**config.mk**
```make
export PLATFORM = sky130hd
export DESIGN_NAME = multi_button_counter
export DESIGN_NICKNAME = d
export VERILOG_FILES = /design/src/rtl/multi_button_counter_pkg.sv /design/src/rtl/multi_button_counter_debounce.sv /design/src/rtl/multi_button_counter.sv
export SDC_FILE = /design/constraint.sdc
export NUM_CORES = 1
export LEC_CHECK = 0
export ABC_AREA = 0
export ABC_CLOCK_PERIOD_IN_PS = 5300
export CAP_MARGIN = 10
export CORE_MARGIN = 2
export CORE_UTILIZATION = 45
export CTS_BUF_LIST = sky130_fd_sc_hd__clkbuf_8
export DETAILED_ROUTE_END_ITERATION = 16
export GPL_TIMING_DRIVEN = 0
export PLACE_DENSITY = 0.62
export SLEW_MARGIN = 15
export SYNTH_ARGS = -nofsm -noshare
export SYNTH_HDL_FRONTEND = slang
export SYNTH_SLANG_ARGS = --single-unit
```
**constraint.sdc**
```tcl
create_clock -name clk -period 5.3 [get_ports clk]
set_input_delay 0.795 -clock clk [delete_from_list [all_inputs] [get_ports clk]]
set_output_delay 0.795 -clock clk [all_outputs]
set_load 0.1 [all_outputs]
```
**src/rtl/multi_button_counter_pkg.sv**
```systemverilog
// Shared debounce FSM state type and default parameter values for multi_button_counter.
package multi_button_counter_pkg;

  typedef enum logic [1:0] {
    IDLE       = 2'd0,
    PRESS_DB   = 2'd1,
    HELD       = 2'd2,
    RELEASE_DB = 2'd3
  } db_state_e;

  localparam int DEF_NUM_CH          = 4;
  localparam int DEF_CNT_W           = 4;
  localparam int DEF_DEBOUNCE_CYCLES = 480000;
  localparam int DEF_REPEAT_DELAY    = 24000000;
  localparam int DEF_REPEAT_PERIOD   = 4800000;

endpackage

```
**src/rtl/multi_button_counter_debounce.sv**
```systemverilog
// One button channel: 2-flop synchroniser, debounce FSM and stability down-counter.
// Optional auto-repeat timer is built only when AUTO_REPEAT_EN is defined.
//
// state      | meaning
// IDLE       | button released and accepted as released
// PRESS_DB   | low seen, waiting for DEBOUNCE_CYCLES more stable low cycles
// HELD       | press accepted, button still down
// RELEASE_DB | high seen while held, waiting for a stable release
module button_debounce_ch
  import multi_button_counter_pkg::*;
#(
  parameter int DEBOUNCE_CYCLES = DEF_DEBOUNCE_CYCLES,
  parameter int REPEAT_DELAY    = DEF_REPEAT_DELAY,
  parameter int REPEAT_PERIOD   = DEF_REPEAT_PERIOD
) (
  input  logic clk,
  input  logic rst,
  input  logic btn_n,
  output logic event_o
);

  localparam int              DB_W    = $clog2(DEBOUNCE_CYCLES + 1);
  localparam logic [DB_W-1:0] DB_LOAD = DB_W'(DEBOUNCE_CYCLES);

  logic            sync1_q, sync2_q;
  db_state_e       state_q, state_d;
  logic [DB_W-1:0] stab_q, stab_d;
  logic            accept;
  logic            rpt_fire;

  always_ff @(posedge clk) begin
    if (rst) begin
      sync1_q <= 1'b1;
      sync2_q <= 1'b1;
      state_q <= IDLE;
      stab_q  <= '0;
    end else begin
      sync1_q <= btn_n;
      sync2_q <= sync1_q;
      state_q <= state_d;
      stab_q  <= stab_d;
    end
  end

  always_comb begin
    state_d = state_q;
    stab_d  = stab_q;
    accept  = 1'b0;
    case (state_q)
      IDLE: begin
        if (!sync2_q) begin
          state_d = PRESS_DB;
          stab_d  = DB_LOAD;
        end
      end
      PRESS_DB: begin
        if (sync2_q) begin
          state_d = IDLE;
          stab_d  = '0;
        end else if (stab_q == '0) begin
          state_d = HELD;
          accept  = 1'b1;
        end else begin
          stab_d = stab_q - DB_W'(1);
        end
      end
      HELD: begin
        if (sync2_q) begin
          state_d = RELEASE_DB;
          stab_d  = DB_LOAD;
        end
      end
      RELEASE_DB: begin
        if (!sync2_q) begin
          state_d = HELD;
          stab_d  = '0;
        end else if (stab_q == '0) begin
          state_d = IDLE;
        end else begin
          stab_d = stab_q - DB_W'(1);
        end
      end
      default: begin
        state_d = IDLE;
        stab_d  = '0;
      end
    endcase
  end

`ifdef AUTO_REPEAT_EN
  localparam int RPT_MAX = (REPEAT_DELAY > REPEAT_PERIOD) ? REPEAT_DELAY : REPEAT_PERIOD;
  localparam int RPT_W   = $clog2(RPT_MAX + 1);

  logic [RPT_W-1:0] rpt_q, rpt_d;

  // Timer is reloaded on every entry into HELD, so a bounce restarts the delay.
  always_comb begin
    rpt_d    = '0;
    rpt_fire = 1'b0;
    if (state_d == HELD) begin
      if (state_q != HELD) begin
        rpt_d = RPT_W'(REPEAT_DELAY - 1);
      end else if (rpt_q == '0) begin
        rpt_fire = 1'b1;
        rpt_d    = RPT_W'(REPEAT_PERIOD - 1);
      end else begin
        rpt_d = rpt_q - RPT_W'(1);
      end
    end
  end

  always_ff @(posedge clk) begin
    if (rst) rpt_q <= '0;
    else     rpt_q <= rpt_d;
  end
`else
  assign rpt_fire = 1'b0;
`endif

  assign event_o = accept | rpt_fire;

endmodule

```
**src/rtl/multi_button_counter.sv**
```systemverilog
// NUM_CH debounced buttons, each driving a wrapping up/down counter with clear.
// Define AUTO_REPEAT_EN to enable auto-repeat while a button is held.
module multi_button_counter
  import multi_button_counter_pkg::*;
#(
  parameter int NUM_CH          = DEF_NUM_CH,
  parameter int CNT_W           = DEF_CNT_W,
  parameter int DEBOUNCE_CYCLES = DEF_DEBOUNCE_CYCLES,
  parameter int REPEAT_DELAY    = DEF_REPEAT_DELAY,
  parameter int REPEAT_PERIOD   = DEF_REPEAT_PERIOD
) (
  input  logic                    clk,
  input  logic                    rst,
  input  logic [NUM_CH-1:0]       btn_n,
  input  logic [NUM_CH-1:0]       dir,
  input  logic [NUM_CH-1:0]       clr,
  output logic [NUM_CH*CNT_W-1:0] count,
  output logic [NUM_CH-1:0]       press,
  output logic [NUM_CH-1:0]       wrap
);

  logic [NUM_CH*CNT_W-1:0] count_q, count_d;
  logic [NUM_CH-1:0]       evt;

  for (genvar g = 0; g < NUM_CH; g++) begin : g_ch
    button_debounce_ch #(
      .DEBOUNCE_CYCLES(DEBOUNCE_CYCLES),
      .REPEAT_DELAY   (REPEAT_DELAY),
      .REPEAT_PERIOD  (REPEAT_PERIOD)
    ) u_db (
      .clk    (clk),
      .rst    (rst),
      .btn_n  (btn_n[g]),
      .event_o(evt[g])
    );
  end

  // Clear has priority over a same-cycle event and suppresses its wrap.
  always_comb begin
    count_d = count_q;
    wrap    = '0;
    for (int i = 0; i < NUM_CH; i++) begin
      if (clr[i]) begin
        count_d[i*CNT_W +: CNT_W] = '0;
      end else if (evt[i]) begin
        if (dir[i]) begin
          count_d[i*CNT_W +: CNT_W] = count_q[i*CNT_W +: CNT_W] - CNT_W'(1);
          wrap[i] = (count_q[i*CNT_W +: CNT_W] == '0);
        end else begin
          count_d[i*CNT_W +: CNT_W] = count_q[i*CNT_W +: CNT_W] + CNT_W'(1);
          wrap[i] = (count_q[i*CNT_W +: CNT_W] == '1);
        end
      end
    end
  end

  always_ff @(posedge clk) begin
    if (rst) count_q <= '0;
    else     count_q <= count_d;
  end

  assign count = count_q;
  assign press = evt;

endmodule

```
Word-level counts from Yosys, hierarchy flattened
Cells that the tools add are included.
- flip-flop bits (word level): 108
- output and inout bits: 24
- add/subtract/negate cells: 12
- equal/unequal tests: 32
- muxes and demuxes: 80
- reductions and logical operators: 24
- operator list (kind ; count):
    19-bit two-way mux ; 20
    19-bit one-hot mux with 4 select lines ; 4
    19-bit logical NOT ; 4
    19-bit by 1-bit subtractor with 19-bit output, second input constant ; 4
    2-bit two-way mux ; 24
    2-bit one-hot mux with 4 select lines ; 4
    1-bit two-way mux ; 24
    4-bit by 1-bit adder with 4-bit output, second input constant ; 4
    2-bit equality test, second input constant ; 8
    4-bit equality test, second input constant ; 4
    4-bit logical NOT ; 4
    4-bit two-way mux ; 4
    4-bit AND reduction ; 4
    4-bit by 1-bit subtractor with 4-bit output, second input constant ; 4
    3-bit by 1-bit inequality test with 1-bit output, second input constant ; 4
    3-bit inequality test, second input constant ; 4
    2-bit by 1-bit equality test with 1-bit output, second input constant ; 4
    2-bit logical NOT ; 4
    2-bit by 1-bit inequality test with 1-bit output, second input constant ; 4
    2-bit inequality test, second input constant ; 4
    2-bit AND reduction ; 4
    2-bit OR reduction ; 4

Depth between registers and ports, before layout
- word-level depth: 6
- gate-level depth with buffers: 8

Hierarchy
Synthesis repeated with hierarchy kept, for this count alone.
- cell total of the unflattened synthesis: 836
- area, all modules: 6996.7 µm²
- modules (own cells, without submodules) (module ; times used ; cells an instance ; area an instance (µm²) ; sequential area each (µm²)):
    button_debounce_ch (g_ch[0].u_db ...) ; 3 ; 179 ; 1488.9 ; 460.4
    button_debounce_ch (g_ch[2].u_db) ; 1 ; 173 ; 1446.4 ; 460.4
    multi_button_counter ; 1 ; 126 ; 1083.5 ; 320.3

Worst setup path before layout
No wires, ideal clock.
- kind: register to output
- start: reg g_ch[2].u_db.stab_q[0]
- end: out wrap[2]
- data arrival time: 4031 ps
- slack: 474 ps
- stages on the path, launching flop included: 7
- buffers on the path: 0
- path through: dfxtp_1 -> inv_1 -> ha_1 -> or3b_2 -> or4_4 -> nor4_4 -> nor3b_1
- word-level cells in the longest chain between the ends: 6
- ends and longest elaborated chain (item ; RTL line ; RTL):
    start: declaration ; multi_button_counter_debounce.sv:27 ; logic [DB_W-1:0] stab_q, stab_d;
    start signal: assignment ; multi_button_counter_debounce.sv:41 ; stab_q <= stab_d;
    19-bit logical NOT ; multi_button_counter_debounce.sv:60 ; end else if (stab_q == '0) begin
    1-bit two-way mux ; multi_button_counter_debounce.sv:60 ;
    1-bit two-way mux ; multi_button_counter_debounce.sv:57 ; if (sync2_q) begin
    1-bit two-way mux ; multi_button_counter_debounce.sv:49 ; case (state_q)
    net g_ch[2].u_db.event_o ; multi_button_counter_debounce.sv:19 ; output logic event_o
    1-bit two-way mux ; multi_button_counter.sv:45 ; end else if (evt[i]) begin
    1-bit two-way mux ; multi_button_counter.sv:43 ; if (clr[i]) begin
    end: declaration ; multi_button_counter.sv:19 ; output logic [NUM_CH-1:0] wrap
The timed path passes the listed nets, and every way through them passes these cells.

Final worst setup path
- start: reg g_ch[0].u_db.stab_q[0]
- end: out wrap[0]
- word-level cells in the longest chain between the ends: 6
- ends and longest elaborated chain (item ; RTL line):
    start: declaration ; multi_button_counter_debounce.sv:27
    start signal: assignment ; multi_button_counter_debounce.sv:41
    19-bit logical NOT ; multi_button_counter_debounce.sv:60
    1-bit two-way mux ; multi_button_counter_debounce.sv:60
    1-bit two-way mux ; multi_button_counter_debounce.sv:57
    1-bit two-way mux ; multi_button_counter_debounce.sv:49
    net g_ch[0].u_db.event_o ; multi_button_counter_debounce.sv:19
    1-bit two-way mux ; multi_button_counter.sv:45
    1-bit two-way mux ; multi_button_counter.sv:43
The timed path passes the listed nets, and every way through them passes these cells.

==> results.toml <==
[clock_network]
clk_pin_slew_worst_paths_ns = 0.11
h-tree-depth = 3
cts_resized = 0
cts_setup_buffers = 0
cts_made_buffers = 9
hold_buffers = 0
cts_max_path_buffers = 2
tritoncts = "yes"
clock_latency_ns = 0.39
clock-sinks = 108
root_buffer = "clkbuf_8"

[setup_path]
critPathBufInv = 2
start_kind = "register"
slowest_delay_ns = 1.16
critPathArrivalTime_ns = 3.80
crit_type = "reg2out"
path_cells = "inv_1 -> ha_1 -> nor4b_1 -> nand4_1 -> nor3_2 -> nor3b_1 -> clkdlybuf4s50_1"
crit_slowest_cell = "clkdlybuf4s50_1"
path_max_fanout = 8
cp-end-kind = "output port"
cp_top_family = "simple AND/OR/NAND/NOR gates"
required_ns = 4.51

[synth]
post-synth-top-area-cell = "dfxtp_1"
synth_top_area_share_pct = 35.0
synth_area_leaders = "dfxtp_1 (35%), xnor2_1 (6.0%), nor2_1 (5.2%)"
yosysWarnings = 0
ys_types = 64
synth_top_family_by_area = "simple AND/OR/NAND/NOR gates"
ys_seq_area_share_pct = 35.0
synth_area_per_cell_um2 = 8.33
synth.mux.area_fraction_pct = 2.17
synth_edf_count = 0
synthArstFlopShare_pct = 0
synthXorXnorAreaFrac_pct = 8.79
synthSimpleGateAreaFrac_pct = 30.4
ys_seq_elements = 108
synthTopCellsByCount = "dfxtp_1 (108), nor2_1 (86), nor3_1 (46), xnor2_1 (42)"
synth_cells = 742
syn_area_mm2 = 0.00618
synth_compound_area_share_pct = 15.2
syn_nets = 776
synth-main-ff-cell = "dfxtp_1"
yosysMostFrequentCell = "dfxtp_1"
synthAdderAreaFrac_pct = 4.54

[timing]
setup-tns-final_ns = 0
final.setup.worst_slack_ns = 0.701
finalCritPeriodShare_pct = 86.8
max_freq_mhz = 217
report.final.slew_viol_count = 0
final-hold-violation-count = 0
finalSetupViolCount = 0
maxSlewHeadroom_pct = 29.4
rsz0062_at_grt = "false"
finClkSkew_ns = 0.0123
period_minus_slack_ns = 4.60
tightest_slew_ns = 1.06

[final_layout]
post-route-cell-area_mm2 = 0.00696
area_growth_pct = 12.6
ff_latch_area_mm2 = 0.00216
fill_cells = 1290
layout.nets = 823
drive_gt1_share_pct = 6.68
layout.cells.non_filler = 970
diodes = 0
multi_input_area_mm2 = 0.00377

[drt]
first_pass_iters = 5
wire_per_inst_um = 16.2
drt_wl_total_um = 15700
ant_nets = 0
vias_per_cell = 5.92
drt_iter0_markers = 419
vias = 5741
post-route-drc-count = 0

[die]
core.rowCount = 42
die-area_mm2 = 0.0147
fp.dieW_um = 121
core-area_mm2 = 0.0133
io_pins = 38
dieHeight_um = 121
initial_core_util_pct = 46.3

[run_status]
outcome = "finished, final reports clean"

[placed_design]
detailed_place_hpwl_um = 11400
preCtsSetupSlack_ns = 1.16
post_dp_cell_area_mm2 = 0.00676
port_buffers = 36
gp_congestion = 0.865
post-place-cells = 954

[grt]
grt_max_degree = 19
antenna_found_initial = 0
grt_pass1_wl_um = 26100
grtUsageTotal_pct = 21.9
grt.overflow.total = 0
grt_pass1_vias = 5506

[power_and_ir_drop]
peakVddDrop_mv = 0.231
p_total_mw = 2.48
seqPwrFrac_pct = 39.4
swShare_pct = 40.0
power.leakage_nw = 2.46
p_clk_share_pct = 21.1
cellPowerDensity_mw_per_mm2 = 357
switching_power_uw = 994
p_comb_share_pct = 39.5
intPower_mw = 1.49

[flow_run]
maxCapViolCount = 0

[hold_path]
hold_class = "reg2reg"
per-layer routing:
metal / part of all wire (%) / GRT usage, % / up-vias
li1: - / - / 2808
met5: 0 / 0 / -
met4: 2.6 / 9.55 / 0
met1: 46 / 28.4 / 2737
met3: 4.7 / 3.10 / 30
met2: 47 / 36.4 / 166
power groups by stage:
stage	combinational [mW]	clock, mW	sequential [mW]
after floorplan	0.765	0	0.974
after global placement	0.941	0	0.991
after detailed placement	0.965	0	0.994
after CTS	0.970	0.537	0.976
after global routing	1.09	0.573	0.993
final	0.982	0.523	0.979
worst paths after layout:
| path | start | to | slack (ns) | cells after the start |
|---|---|---|---|---|
| max | g_ch[0].u_db.stab_q[0] | wrap[0] | 0.70 | 7 |
| min | g_ch[3].u_db.sync1_q | g_ch[3].u_db.sync2_q | 0.42 | 1 |
| max reg2reg | g_ch[1].u_db.stab_q[0] | g_ch[1].u_db.stab_q[1] | 2.69 | 7 |
| min reg2reg | g_ch[3].u_db.sync1_q | g_ch[3].u_db.sync2_q | 0.42 | 1 |
placed cells by master, fill, tap and decap left out, drive strengths merged, types with 7 or more instances in the layout:
cell type and instances:
or4 17, nand3 28, clkbuf 32, nand2 29
ha 16, mux2i 10, nor3b 9, nand4 16
o211ai 9, nor4 26, xor2 20, nor2 86
buf 8, inv 32, a21oi 40, clkdlybuf4s50 36
nor3 50, xnor2 42, dfxtp 108, or2 9
or3 19, o22ai 8, and3 7, o21ai 42
registers in the layout, indices dropped and copies added (netlist names), named ones only:
| name | count |
|---|---|
| count | 16 |
| g_ch.u_db.stab_q | 76 |
| g_ch.u_db.state_q | 4 |
| g_ch.u_db.sync1_q | 4 |
| g_ch.u_db.sync2_q | 4 |
stage by stage:
| stage | hold WS (ns) | util (%) |
|---|---|---|
| after floorplan | 0.389 | - |
| after global routing | 0.434 | 52.1 |
| after global placement | 0.392 | 50.6 |
| after detailed placement | 0.394 | 50.6 |
| final | 0.418 | 52.1 |
| after CTS | 0.420 | 52.1 |
kinds of logic after synthesis:
kind of cell | count (synthesis)
simple gates | 329
compound gates | 150
flops | 108
xor+xnor | 62
buf+inv | 60
fa+ha+maj | 20
mux | 13
layout make-up:
cell class                      instances  share of cell area (%)
Multi-Input combinational cell        574                    54.2
Sequential cell                       108                    31.1
Timing Repair Buffer                   36                    5.18
Tap cell                              176                    3.17
Buffer                                 31                    1.94
Clock buffer                            9                    1.78
Inverter                               29                    1.56
Clock inverter                          7                    1.04
worst register-to-register path, delay by kind of cell (launching register included):
kind                       cells  cell delay, ns
AOI/OAI and AO/OA              1            0.15
DFF                            1            0.34
muxes                          1            0.39
and+or+nand+nor                3            1.38
adders and majority gates      1            0.18
buffers and inverters          1            0.12
Note: power is estimated with default switching activity, not from simulation.
